<file path="config.mk">
export PLATFORM = sky130hd
export DESIGN_NAME = tanque_sensor_sim
export DESIGN_NICKNAME = d
export VERILOG_FILES = /design/src/rtl/tanque_pkg.sv /design/src/rtl/tanque_sensor_sim_sensor.sv /design/src/rtl/tanque_sensor_sim.sv
export SDC_FILE = /design/constraint.sdc
export NUM_CORES = 1
export LEC_CHECK = 0
export BUFFER_PORTS_ARGS = -buffer_cell sky130_fd_sc_hd__buf_2
export CORE_MARGIN = 4
export CORE_UTILIZATION = 45
export CTS_CLUSTER_SIZE = 25
export DETAILED_ROUTE_END_ITERATION = 10
export PLACE_DENSITY = 0.66
export RECOVER_POWER = 100
export SYNTH_ARGS = -nofsm -noshare
export SYNTH_HDL_FRONTEND = slang
export SYNTH_SLANG_ARGS = --single-unit
</file>
<file path="constraint.sdc">
create_clock -name clk -period 5.85 [get_ports clk]
set_input_delay 1.755 -clock clk [delete_from_list [all_inputs] [get_ports clk]]
set_output_delay 1.755 -clock clk [all_outputs]
set_load 0.02 [all_outputs]
</file>
<file path="src/rtl/tanque_pkg.sv">
// Shared constants for the water-tank sensor model: fault-select codes and defaults.
// Latency: n/a (declarations only).
// Backpressure: n/a (declarations only).
package tanque_pkg;

  // Fault-select encoding driven onto Falha_sel
  localparam logic [1:0] FALHA_NENHUMA = 2'd0;  // no fault
  localparam logic [1:0] FALHA_L0      = 2'd1;  // low sensor stuck at 0
  localparam logic [1:0] FALHA_M0      = 2'd2;  // medium sensor stuck at 0
  localparam logic [1:0] FALHA_H1      = 2'd3;  // high sensor stuck at 1

  // Default geometry, thresholds and rates
  localparam int DEF_W          = 8;
  localparam int DEF_CAP        = 255;
  localparam int DEF_INIT_LEVEL = 0;
  localparam int DEF_TH_L       = 64;
  localparam int DEF_TH_M       = 128;
  localparam int DEF_TH_H       = 192;
  localparam int DEF_HYST       = 4;
  localparam int DEF_FILL_RATE  = 3;
  localparam int DEF_DRAIN_RATE = 2;
  localparam int DEF_TICK_DIV   = 4;

endpackage

</file>
<file path="src/rtl/tanque_sensor_sim_sensor.sv">
// One float sensor with hysteresis: sets at Nivel >= TH, clears below TH-HYST.
// Latency: raw follows the registered level with one clock of delay.
// Backpressure: none; evaluated every clock.
module sensor_histerese #(
  parameter int W    = 8,
  parameter int TH   = 64,
  parameter int HYST = 4
) (
  input  logic         clk,
  input  logic         reset_n,
  input  logic [W-1:0] Nivel,
  output logic         raw
);

  localparam logic [W-1:0] SET_LVL = W'(TH);
  localparam logic [W-1:0] CLR_LVL = W'(TH - HYST);

  logic raw_q;
  logic raw_d;

  // Next sensor state: set at/above threshold, clear below the band, else hold
  always_comb begin
    raw_d = raw_q;
    if (Nivel >= SET_LVL) begin
      raw_d = 1'b1;
    end else if (Nivel < CLR_LVL) begin
      raw_d = 1'b0;
    end
  end

  // Sensor state register
  always_ff @(posedge clk or negedge reset_n) begin
    if (!reset_n) begin
      raw_q <= 1'b0;
    end else begin
      raw_q <= raw_d;
    end
  end

  assign raw = raw_q;

endmodule

</file>
<file path="src/rtl/tanque_sensor_sim.sv">
// Water-tank model: tick-paced saturating level integrator driving H/M/L float sensors.
// Latency: level moves on the tick edge; sensors follow one clock later; faults are combinational.
// Backpressure: none; Ve/Dreno are sampled only at tick edges.
module tanque_sensor_sim
  import tanque_pkg::*;
#(
  parameter int W          = DEF_W,
  parameter int CAP        = DEF_CAP,
  parameter int INIT_LEVEL = DEF_INIT_LEVEL,
  parameter int TH_L       = DEF_TH_L,
  parameter int TH_M       = DEF_TH_M,
  parameter int TH_H       = DEF_TH_H,
  parameter int HYST       = DEF_HYST,
  parameter int FILL_RATE  = DEF_FILL_RATE,
  parameter int DRAIN_RATE = DEF_DRAIN_RATE,
  parameter int TICK_DIV   = DEF_TICK_DIV
) (
  input  logic         clk,
  input  logic         reset_n,
  input  logic         Ve,
  input  logic         Dreno,
  input  logic [1:0]   Falha_sel,
  output logic         H,
  output logic         M,
  output logic         L,
  output logic [W-1:0] Nivel,
  output logic         Cheio,
  output logic         Vazio,
  output logic         Transbordo,
  output logic         Tick
);

  // Prescaler width stays at least one bit so TICK_DIV=1 still elaborates
  localparam int CW = (TICK_DIV > 1) ? $clog2(TICK_DIV) : 1;
  localparam logic [CW-1:0] CNT_MAX = CW'(TICK_DIV - 1);

  // Signed arithmetic is two bits wider than the level so sum/underflow never wrap
  localparam int WS = W + 2;
  localparam logic signed [WS-1:0] FILL_S  = WS'(FILL_RATE);
  localparam logic signed [WS-1:0] DRAIN_S = WS'(DRAIN_RATE);
  localparam logic signed [WS-1:0] CAP_S   = WS'(CAP);
  localparam logic [W-1:0]         CAP_V   = W'(CAP);
  localparam logic [W-1:0]         INIT_V  = W'(INIT_LEVEL);

  logic [CW-1:0] cnt_q, cnt_d;
  logic [W-1:0]  nivel_q, nivel_d;
  logic          transbordo_q, transbordo_d;
  logic          tick;

  logic signed [WS-1:0] delta;
  logic signed [WS-1:0] sum;
  logic [W-1:0]         nivel_next;

  logic raw_l, raw_m, raw_h;

  assign tick = (cnt_q == CNT_MAX);

  // Prescaler: free-running 0..TICK_DIV-1
  always_comb begin
    cnt_d = cnt_q + CW'(1);
    if (tick) begin
      cnt_d = '0;
    end
  end

  // Level integrator: net fill/drain, clamped to [0, CAP], applied only on tick
  always_comb begin
    delta = '0;
    if (Ve) begin
      delta = delta + FILL_S;
    end
    if (Dreno) begin
      delta = delta - DRAIN_S;
    end
    sum = $signed({2'b00, nivel_q}) + delta;
    if (sum < 0) begin
      nivel_next = '0;
    end else if (sum > CAP_S) begin
      nivel_next = CAP_V;
    end else begin
      nivel_next = sum[W-1:0];
    end
    nivel_d = tick ? nivel_next : nivel_q;
    // Overflow means trying to fill an already full tank; reaching CAP is not overflow
    transbordo_d = transbordo_q | (tick & Ve & (nivel_q == CAP_V));
  end

  // Prescaler, level and sticky overflow registers
  always_ff @(posedge clk or negedge reset_n) begin
    if (!reset_n) begin
      cnt_q        <= '0;
      nivel_q      <= INIT_V;
      transbordo_q <= 1'b0;
    end else begin
      cnt_q        <= cnt_d;
      nivel_q      <= nivel_d;
      transbordo_q <= transbordo_d;
    end
  end

  sensor_histerese #(.W(W), .TH(TH_L), .HYST(HYST)) u_sens_l (
    .clk     (clk),
    .reset_n (reset_n),
    .Nivel   (nivel_q),
    .raw     (raw_l)
  );

  sensor_histerese #(.W(W), .TH(TH_M), .HYST(HYST)) u_sens_m (
    .clk     (clk),
    .reset_n (reset_n),
    .Nivel   (nivel_q),
    .raw     (raw_m)
  );

  sensor_histerese #(.W(W), .TH(TH_H), .HYST(HYST)) u_sens_h (
    .clk     (clk),
    .reset_n (reset_n),
    .Nivel   (nivel_q),
    .raw     (raw_h)
  );

  // Fault override sits after the sensor registers so it acts within the same cycle
  always_comb begin
    L = raw_l;
    M = raw_m;
    H = raw_h;
    case (Falha_sel)
      FALHA_L0: L = 1'b0;
      FALHA_M0: M = 1'b0;
      FALHA_H1: H = 1'b1;
      default:  ;
    endcase
  end

  assign Nivel      = nivel_q;
  assign Cheio      = (nivel_q == CAP_V);
  assign Vazio      = (nivel_q == '0);
  assign Transbordo = transbordo_q;
  assign Tick       = tick;

endmodule

</file>
==> flow_metrics.tcl <==
set metrics [dict create \
    final_nets 178 \
    cp-end-kind "register" \
    hold_buffers 0 \
    die-area_sq_mm 0.00394 \
    track_usage_pct 16.2 \
    vias 1185 \
    slew_violations 0 \
    io_pins 21 \
    clock_tree.root_cell "clkbuf_4" \
    overflow 0 \
    drt_wl_total_um 3100 \
    diodes 0 \
    dieHeight_um 62.7 \
    p_per_area_mw_per_mm2 431 \
    worstHoldPathCells 1 \
    hp-class "register to register" \
    slew_headroom_pct 38.6 \
    htreeDepth 1 \
    start_util_pct 48.1 \
    synth_area_leaders "dfrtp_1, ha_1, buf_6" \
    yosysTopAreaCellShare_pct 26.0 \
    start_kind "input pin" \
    crit_required_ps 6050 \
    hpwl_um 2190 \
    synth-main-ff-cell "dfrtp_1" \
    multi_input_comb_area_sq_um 853 \
    final_antenna_net_count 0 \
    first_iter_violations 24 \
    yosysUniqueCellTypes 57 \
    tns_ps 0 \
    num_rows 19 \
    min_period_over_period_pct 78.6 \
    synth_most_common_cell "dfrtp_1" \
    tritoncts "done" \
    area_growth_pct 3.71 \
    drcViolationCount 0 \
    outcome "finished, final reports clean" \
    first_global_vias 1128 \
    gp_congestion 0.879 \
    grt_pass1_wl_um 5310 \
    ys_ff_latch 14 \
    cts_sinks 14 \
    yosysTopAreaCell "dfrtp_1" \
    antenna_found_initial 0 \
    clock_latency_ps 290 \
    drive_gt1_share_pct 11.6 \
    yosys_warnings 0 \
    grt_setup_unrepaired "false" \
    via_per_inst 6.08 \
    path_class "input pin to register" \
    cp_data_arrival_time_ps 4800 \
    p_leak_nw 0.574 \
    clk_path_buf_depth 2 \
    firstDrtPassIters 4 \
    power.total_w 0.000603 \
    worst_pin_slew_ps 921 \
    synthCells 153 \
    ys_seq_area_share_pct 26.0 \
    cts_setup_buffers 0 \
    max_cap_viol_count 0 \
    finalClockSkew_ps 9.42 \
    cts_buffers 3 \
    netlist_top_cells_count "dfrtp_1, inv_1, nand2_1, nor2_1, o21ai_0" \
    avgRoutedWirePerCell_um 15.9 \
    clkTransAtPathRegs_ps 80 \
    grt_max_degree 29 \
    synth_area_sq_mm 0.00135 \
    syn-num-nets 166 \
    fin_crit_ps 4600 \
    die_w_um 62.7 \
    coreArea_sq_mm 0.00281 \
    reg2regPathDepth 8 \
    n_fill_cell 280 \
    synth_edf_count 0 \
    synthArstFlopShare_pct 100 \
    post_cts_resized 0 \
    ir_drop_v 0.000239 \
    cp_max_fo 28 \
    hold_viol 0 \
    finalSetupViolCount 0 \
    syn_avg_cell_area_sq_um 8.82 \
    final-seq-area_sq_um 350 \
    fmax_mhz 217 \
    port_buffers 20 \
]
sequential cells by signal, summed over array words and instances, names as in the netlist:
register      cells
Transbordo        1
u_sens_h.raw      1
Nivel             8
u_sens_l.raw      1
cnt_q             2
u_sens_m.raw      1
cell families after synthesis:
kind of cell               after synthesis  synth area share, %
adders and majority gates                7                 7.05
buffers and inverters                   24                 10.0
and+or+nand+nor                         51                 24.7
xor gates and xnor gates                 5                 3.25
DFF                                     14                 26.0
AOI/OAI and AO/OA                       47                 25.1
muxes                                    5                 3.90
per-layer routing:
metal	wire, um	part of all wire (%)	global-route usage, %
met2	1520	49	28.5
met5	0	0	0
met3	131	4.2	3.78
met1	1440	47	20.6
met4	6	0.19	1.65
stage by stage:
stage / setup WS [ps] / instance area, sq um / hold slack (ps) / utilization [%] / std cells
global placement: 1230 / 1390 / 414 / 49.7 / 191
floorplan: 1800 / 1350 / 403 / - / 153
detailed placement: 1070 / 1390 / 424 / 49.7 / 191
finish: 1250 / 1400 / 433 / 49.9 / 195
global route: 907 / 1400 / 480 / 49.9 / 195
CTS: 1390 / 1430 / 436 / 51.0 / 195
worst paths after layout:
path	endpoint	slack, ps	from
setup reg to reg	Nivel[5]	3140	Nivel[0]
max in group asynchronous	u_sens_h.raw	3840	reset_n
hold reg to reg	cnt_q[0]	430	cnt_q[0]
min in group asynchronous	Transbordo	1510	reset_n
hold / removal	cnt_q[0]	430	cnt_q[0]
setup / recovery	Nivel[5]	1250	Ve
critical path, stage by stage:
cell and delay (ps):
clkbuf_1 110, inv_1 90, ha_1 760, ha_1 440, and2_0 220, o41ai_1 310
o21ai_0 190, o21ai_2 460, o311ai_0 200, a32oi_1 260
layout make-up:
cell class | count | share of cell area, %
Multi-Input combinational cell | 115 | 61.0
Tap cell | 31 | 2.77
Sequential cell | 14 | 25.0
Timing Repair Buffer | 20 | 5.64
Inverter | 11 | 2.95
Clock buffer | 4 | 2.59
power by group:
group / internal, W / switching [W]
clock network: 0.0000379 / 0.0000344
registers: 0.000131 / 0.0000923
logic: 0.000127 / 0.000180
layout by cell type (no fill, tap or decap), types with 4 or more instances in the layout:
master	instances
a21oi_1	5
ha_1	6
nor2_1	7
nor3_1	4
o22ai_1	4
nand3_1	6
dfrtp_1	14
inv_1	10
o21ai_0	9
clkbuf_1	17
nand2_1	9
No activity file was read; power rests on OpenSTA's default activity.
